==> src/rtl/rvm_mem_arbiter_pkg.sv <==
// Shared types and constants for the memory bus arbiter: FSM states, port owners,
// bus widths and the round-robin pick function.
package rvm_mem_arbiter_pkg;

    localparam int XLEN   = 32;
    localparam int STRB_W = 4;
    localparam logic [STRB_W-1:0] STRB_ALL = 4'hF;

    typedef enum logic [1:0] {
        RVM_ARB_IDLE = 2'd0,
        RVM_ARB_REQ  = 2'd1,
        RVM_ARB_RSP  = 2'd2
    } arb_state_t;

    typedef enum logic {
        RVM_OWNER_I = 1'b0,
        RVM_OWNER_D = 1'b1
    } owner_t;

    typedef struct packed {
        logic [XLEN-1:0]   addr;
        logic              wen;
        logic [STRB_W-1:0] strb;
        logic [XLEN-1:0]   wdata;
    } bus_req_t;

    // Contended picks go to whichever port did not own the previous transaction.
    function automatic owner_t pick_owner(input logic i_req, input logic d_req,
                                          input owner_t last_owner);
        if (i_req && d_req) begin
            if (last_owner == RVM_OWNER_I) return RVM_OWNER_D;
            else                           return RVM_OWNER_I;
        end else if (d_req) begin
            return RVM_OWNER_D;
        end
        return RVM_OWNER_I;
    endfunction

endpackage

==> src/rtl/rvm_arb_timer.sv <==
// Saturating 8-bit response timer; hit marks the TIMEOUT-th cycle spent waiting
// for a response after the bus accepted the request.
module rvm_arb_timer #(
    parameter int TIMEOUT = 255
) (
    input  logic clk,
    input  logic reset,
    input  logic clear,
    input  logic en,
    output logic hit
);

    localparam logic [8:0] LIMIT = 9'(TIMEOUT);

    logic [7:0] count;

    // NOTE: sequential state uses non-blocking assignments so every flop samples
    // pre-edge values regardless of process ordering.
    always_ff @(posedge clk) begin
        if (reset || clear) begin
            count <= '0;
        end else if (en && count != 8'hFF) begin
            count <= count + 8'd1;
        end
    end

    // count holds the waiting cycles already elapsed, so the current cycle is count+1.
    assign hit = ({1'b0, count} + 9'd1) == LIMIT;

endmodule

==> src/rtl/rvm_mem_arbiter.sv <==
// Round-robin arbiter sharing one memory bus between instruction fetch and
// load/store, one outstanding transaction at a time, with a response timeout.
module rvm_mem_arbiter
    import rvm_mem_arbiter_pkg::*;
#(
    parameter int TIMEOUT = 255
) (
    input  logic              clk,
    input  logic              reset,
    input  logic              i_req,
    input  logic [XLEN-1:0]   i_addr,
    output logic              i_gnt,
    output logic              i_rsp,
    output logic [XLEN-1:0]   i_rdata,
    output logic              i_err,
    input  logic              d_req,
    input  logic [XLEN-1:0]   d_addr,
    input  logic              d_wen,
    input  logic [STRB_W-1:0] d_strb,
    input  logic [XLEN-1:0]   d_wdata,
    output logic              d_gnt,
    output logic              d_rsp,
    output logic [XLEN-1:0]   d_rdata,
    output logic              d_err,
    output logic              mem_req,
    output logic [XLEN-1:0]   mem_addr,
    output logic [XLEN-1:0]   mem_wdata,
    output logic              mem_wen,
    output logic [STRB_W-1:0] mem_strb,
    input  logic              mem_gnt,
    input  logic              mem_rsp,
    input  logic [XLEN-1:0]   mem_rdata
);

    arb_state_t state, state_next;
    owner_t     owner, last_owner;
    bus_req_t   hold;
    bus_req_t   fetch_req, data_req;
    logic       timer_hit;
    logic       accept, done;

    assign fetch_req = '{addr: i_addr, wen: 1'b0, strb: STRB_ALL, wdata: '0};
    assign data_req  = '{addr: d_addr, wen: d_wen, strb: d_strb, wdata: d_wdata};

    assign accept = (state == RVM_ARB_REQ) && mem_gnt;
    assign done   = (state == RVM_ARB_RSP) && (mem_rsp || timer_hit);

    rvm_arb_timer #(.TIMEOUT(TIMEOUT)) u_timer (
        .clk   (clk),
        .reset (reset),
        .clear (accept),
        .en    (state == RVM_ARB_RSP),
        .hit   (timer_hit)
    );

    // NOTE: every combinational output gets a default first so no path infers a latch.
    always_comb begin
        state_next = state;
        case (state)
            RVM_ARB_IDLE: if (i_req || d_req) state_next = RVM_ARB_REQ;
            RVM_ARB_REQ:  if (mem_gnt)        state_next = RVM_ARB_RSP;
            RVM_ARB_RSP:  if (done)           state_next = RVM_ARB_IDLE;
            default:                          state_next = RVM_ARB_IDLE;
        endcase
    end

    always_ff @(posedge clk) begin
        if (reset) begin
            state      <= RVM_ARB_IDLE;
            owner      <= RVM_OWNER_D;
            last_owner <= RVM_OWNER_D;
            hold       <= '0;
        end else begin
            state <= state_next;
            if (state == RVM_ARB_IDLE && (i_req || d_req)) begin
                owner <= pick_owner(i_req, d_req, last_owner);
                hold  <= (pick_owner(i_req, d_req, last_owner) == RVM_OWNER_D) ? data_req : fetch_req;
            end
            if (done) last_owner <= owner;
        end
    end

    // Bus fields come straight from the holding registers, never from the ports.
    assign mem_req   = (state == RVM_ARB_REQ);
    assign mem_addr  = hold.addr;
    assign mem_wen   = hold.wen;
    assign mem_strb  = hold.strb;
    assign mem_wdata = hold.wdata;

    // Handshake pulses are Mealy and suppressed while reset aborts a transaction;
    // the response beats the timeout when both land on the same cycle.
    always_comb begin
        i_gnt   = 1'b0;
        d_gnt   = 1'b0;
        i_rsp   = 1'b0;
        d_rsp   = 1'b0;
        i_err   = 1'b0;
        d_err   = 1'b0;
        i_rdata = '0;
        d_rdata = '0;
        if (!reset) begin
            if (owner == RVM_OWNER_I) begin
                i_gnt   = accept;
                i_rsp   = done;
                i_err   = done && !mem_rsp;
                i_rdata = (done && mem_rsp) ? mem_rdata : '0;
            end else begin
                d_gnt   = accept;
                d_rsp   = done;
                d_err   = done && !mem_rsp;
                d_rdata = (done && mem_rsp) ? mem_rdata : '0;
            end
        end
    end

endmodule

==> config.mk <==
export PLATFORM = sky130hd
export DESIGN_NAME = rvm_mem_arbiter
export DESIGN_NICKNAME = d
export VERILOG_FILES = /design/src/rtl/rvm_mem_arbiter_pkg.sv /design/src/rtl/rvm_arb_timer.sv /design/src/rtl/rvm_mem_arbiter.sv
export SDC_FILE = /design/constraint.sdc
export NUM_CORES = 1
export LEC_CHECK = 0
export BUFFER_PORTS_ARGS = -buffer_cell sky130_fd_sc_hd__buf_4
export CAP_MARGIN = 0
export CORE_MARGIN = 2
export CORE_UTILIZATION = 34
export CTS_CLUSTER_DIAMETER = 50
export DETAILED_ROUTE_END_ITERATION = 10
export PLACE_DENSITY_LB_ADDON = 0.15
export RECOVER_POWER = 100
export SYNTH_ARGS = -nofsm -noshare
export SYNTH_HDL_FRONTEND = slang
export SYNTH_SLANG_ARGS = --single-unit
==> constraint.sdc <==
create_clock -name clk -period 2.6 [get_ports clk]
set_input_delay 0.13 -clock clk [delete_from_list [all_inputs] [get_ports clk]]
set_output_delay 0.13 -clock clk [all_outputs]
set_load 0.03 [all_outputs]
Yosys cells after proc, flatten, opt, wreduce, memory -nomap -nowiden
Cells that the tools add are included.
Word-level totals
  register bits: 81
Operators by class
  $add $sub $neg: 2
  equality and inequality tests: 7
  multiplexer cells: 32
  reductions and logical operators: 13
Operators with widths (count)
  two-way mux 32 bit: 5
  two-way mux 69 bit: 1
  two-way mux 1 bit: 22
  adder 8 x 1 -> 9 bit, second input constant: 1
  equality test 9 x 8 -> 1 bit, second input constant: 1
  adder 8 x 1 -> 8 bit, second input constant: 1
  inequality test 8 bit, second input constant: 1
  logical AND 1 bit: 7
  two-way mux 2 bit: 3
  case mux 2 bit (3 select lines): 1
  inequality test 2 x 1 -> 1 bit, second input constant: 2
  logical OR 1 bit: 3
  AND reduction 3 bit: 1
  equality test 2 x 1 -> 1 bit, second input constant: 1
  equality test 2 bit, second input constant: 1
  zero test 2 bit: 1
  inequality test 2 bit, second input constant: 1
  zero test 1 bit: 1

Logic depth before layout (Yosys ltp)
  depth in word-level cells: 8
  mapped depth: 7
  depth with buffers taken out: 6

Hierarchy
A second synthesis with hierarchy kept.
Second synthesis, totals
  cell total of the unflattened synthesis: 520
  area, all modules: 4102.7 um^2
Modules (own cells, without submodules)
  rvm_mem_arbiter: times used 1, cells each 460, area an instance 3603.5 um^2, seq. area each 1461.4 um^2
  rvm_arb_timer: times used 1, cells each 60, area an instance 499.2 um^2, seq. area each 160.2 um^2

Worst setup path after synthesis
OpenSTA, ideal clock, no wires.
  path type: flip-flop to output port
  from: register u_timer.count[0]
  to: output port i_rsp
  arrival: 2.082 ns
  required time: 2.470 ns
  slack: 0.388 ns
  cell stages (with the launch flop): 8
  path buffers: 1
  cell sequence: dfxtp_1 ha_1 buf_6 o211ai_1 a211oi_1 o21ai_0 a21bo_2 nor3_1
Between the ends
  word-level cells in the longest chain between the ends: 6
RTL lines
  from (decl): RTL line rvm_arb_timer.sv:15  | logic [7:0] count;
  from (signal assigned): RTL line rvm_arb_timer.sv:23  | count <= count + 8'd1;
  adder 8 x 1 -> 9 bit: RTL line rvm_arb_timer.sv:28  | assign hit = ({1'b0, count} + 9'd1) == LIMIT;
  equality test 9 x 8 -> 1 bit: RTL line rvm_arb_timer.sv:28
  logical OR 1 bit: RTL line rvm_mem_arbiter.sv:46  | assign done = (state == RVM_ARB_RSP) && (mem_rsp || timer_hit);
  logical AND 1 bit: RTL line rvm_mem_arbiter.sv:46
  two-way mux 1 bit: RTL line rvm_mem_arbiter.sv:102  | if (owner == RVM_OWNER_I) begin
  two-way mux 1 bit: RTL line rvm_mem_arbiter.sv:101  | if (!reset) begin
  to (decl): RTL line rvm_mem_arbiter.sv:13  | output logic i_rsp,
Every way passes these cells.

Final worst setup path
  from: register u_timer.count[0]
  to: output port i_err
Between the ends
  word-level cells in the longest chain between the ends: 7
RTL lines
  adder 8 x 1 -> 9 bit: RTL line rvm_arb_timer.sv:28
  equality test 9 x 8 -> 1 bit: RTL line rvm_arb_timer.sv:28
  logical OR 1 bit: RTL line rvm_mem_arbiter.sv:46
  logical AND 1 bit: RTL line rvm_mem_arbiter.sv:46
  logical AND 1 bit: RTL line rvm_mem_arbiter.sv:105  | i_err = done && !mem_rsp;
  two-way mux 1 bit: RTL line rvm_mem_arbiter.sv:102
  two-way mux 1 bit: RTL line rvm_mem_arbiter.sv:101
  to (decl): RTL line rvm_mem_arbiter.sv:15  | output logic i_err,
Every way passes these cells.

==> out/metrics.yaml <==
outcome: "complete, but fails checks"
violations: "capacitance limit, slew limit"
antenna_cells: 0
synth_most_common_cell: "nor2_1"
clk_latency_ps: 350
finalSetupViolCount: 0
syn_inst: 434
ys_types: 41
irDropWorstVdd_v: 0.000332
num_rows: 38
rsz0062_at_grt: "false"
finalSetupTns_ps: 0
final-hold-violation-count: 0
cts_buffers: 9
fillers: 1122
root_buffer: "clkbuf_8"
seq_area_frac_synth_pct: 42.4
cts_tree: "yes"
synth.largest_area_cell: "dfxtp_1"
post_drt_wl_per_cell_um: 14.9
period_minus_slack_ps: 2430
place_inst: 822
antenna_found_initial: 0
area.growth.synth_to_final_pct: 50.9
drive_gt1_share_pct: 29.6
tightestPinTransition_ps: 1530
relSlewSlack_pct: -2.26
synth_edf_count: 0
worstSetupPathType: "reg2out"
antenna_left: 0
ctsResizeCount: 0
vias: 4022
grt_pass1_wl_um: 17900
clk_pin_slew_ps: 80
worstHoldStart: "d_wdata[7]"
grt_overflow: 0
die_area_um2: 12100
crit-reg2reg-launch: "state[1]$_SDFFE_PP0P_"
fmax_ghz: 0.411
dieHeight_um: 110
io_buffer_count: 278
worstPathArrival_ps: 2300
synth-main-ff-cell: "dfxtp_1"
cp-startpoint: "u_timer.count[0]$_SDFFE_PP0P_"
gp_congestion: 0.779
post-place-ws_ps: 420
coreArea_um2: 10900
p_per_area_nw_per_um2: 541
cts.path.max_buffers: 2
fin_nets: 834
finalMaxSlewViolations: 36
drt_wl_total_um: 12500
die_w_um: 110
synth.avg_cell_area_um2: 8.81
grt_usage_pct: 19.2
cp-start-kind: "register"
grt_pass1_vias: 3614
first_pass_iters: 4
syn-num-nets: 575
maxCapViolCount: 1
htree_levels: 3
ff2ff_setup_slack_ps: 490
syn_area_um2: 3820
synthTopCellsByArea: "dfxtp_1 42%, and2_1 11%, mux2i_1 8.9%"
initial_core_util_pct: 35.1
detailed_place_hpwl_um: 9770
drc: 0
stdcell_count: 837
crit_fanout: 7
yosys_warnings: 0
ys_ff_latch: 81
boundaryPins: 279
async_flop_share_pct: 0
min-delay-path-class: "in2reg"
skew_ps: 10.7
post_cts_buffers: 0
cts_sinks: 81
yosys-top-cells-count: "88 x nor2_1, 81 x dfxtp_1, 65 x and2_1"
hold_buffers: 0
p_leak_nw: 2.49
drt_iter0_drc: 153
cp_data_required_time_ps: 2470
grt_max_degree: 43
post-route-period-util_pct: 93.6
end_kind: "output pin"
routed_via_density: 4.81
yosysTopAreaCellShare_pct: 42.4
finalWorstSetupSlack_ps: 166
==> critical path, stage by stage (launching register included) <==
cell and delay (ps):
dfxtp_1 430, ha_2 310, o211ai_1 110, a211oi_2 260
o221ai_2 140, or3_4 350, nor3_2 120, buf_2 230
==> flip-flops by register name (all words and copies together), names as in the netlist <==
name	cells
mem_addr	32
state	2
mem_wdata	32
mem_strb	4
last_owner	1
owner	1
mem_wen	1
u_timer.count	8
==> power by group <==
group          switching, mW  internal (mW)
clock                  0.431          0.561
sequential            0.0527           1.33
combinational          0.459          0.286
==> cells in the final DEF (no fill, tap or decap), drive strengths merged, types with 4 or more instances in the layout <==
cell    synthesis  final
a21oi           5      5
a22oi          33     33
xor2            5      5
nand2           7      7
mux2i          34     34
dfxtp          81     81
nand3           4      4
and2           66     66
clkbuf         22    123
nor3            8      8
nand2b          4      4
nor2           88     88
a211oi         34     34
buf            15    174
==> per-stage QoR <==
step | area (um2) | power (mW) | util, % | hold WS, ps
after floorplan | 3820 | 1.86 | - | 293
after global placement | 5990 | 2.24 | 55.0 | 379
after detailed placement | 5990 | 2.25 | 55.0 | 385
after CTS | 6200 | 3.26 | 56.9 | 3.78
after global routing | 5770 | 3.28 | 53.0 | 20.7
final | 5770 | 3.13 | 53.0 | 24.0
==> kinds of logic (layout without fill, tap and decap cells) <==
group / after synthesis / in the layout / share of synthesized area, %
AOI/OAI and AO/OA: 81 / 81 / 16.3
xor gates and xnor gates: 7 / 7 / 1.60
adders and majority gates: 2 / 2 / 0.654
buffers and inverters: 40 / 303 / 5.17
DFF: 81 / 81 / 42.4
muxes: 34 / 34 / 8.90
and+or+nand+nor: 189 / 189 / 25.0
==> worst paths after layout <==
check | end | cells past startpoint
hold / removal | mem_wdata[7]$_SDFFE_PP0P_ | 3
setup reg to reg | mem_wdata[10]$_SDFFE_PP0P_ | 5
setup / recovery | i_err | 7
hold reg to reg | mem_strb[1]$_SDFFE_PP0P_ | 2
==> layer usage <==
| layer | vias to the layer above | track usage (%) | wire length [um] |
|---|---|---|---|
| met5 | - | 0 | 0 |
| met4 | 0 | 9.31 | 314 |
| met3 | 21 | 5.00 | 1160 |
| met2 | 180 | 36.9 | 6590 |
| met1 | 1809 | 18.8 | 4390 |
| li1 | 2012 | - | - |
==> final cells by class <==
type | count | area [um2] | share of cell area (%)
clock inverter | 3 | 65.1 | 1.13
multi-input combinational | 313 | 2010 | 34.8
sequential | 81 | 1620 | 28.1
inverter | 3 | 11.3 | 0.195
clock buffer | 12 | 145 | 2.51
tap | 140 | 175 | 3.03
timing repair buffer | 285 | 1740 | 30.2
Note: power is estimated with default switching activity, not from simulation.
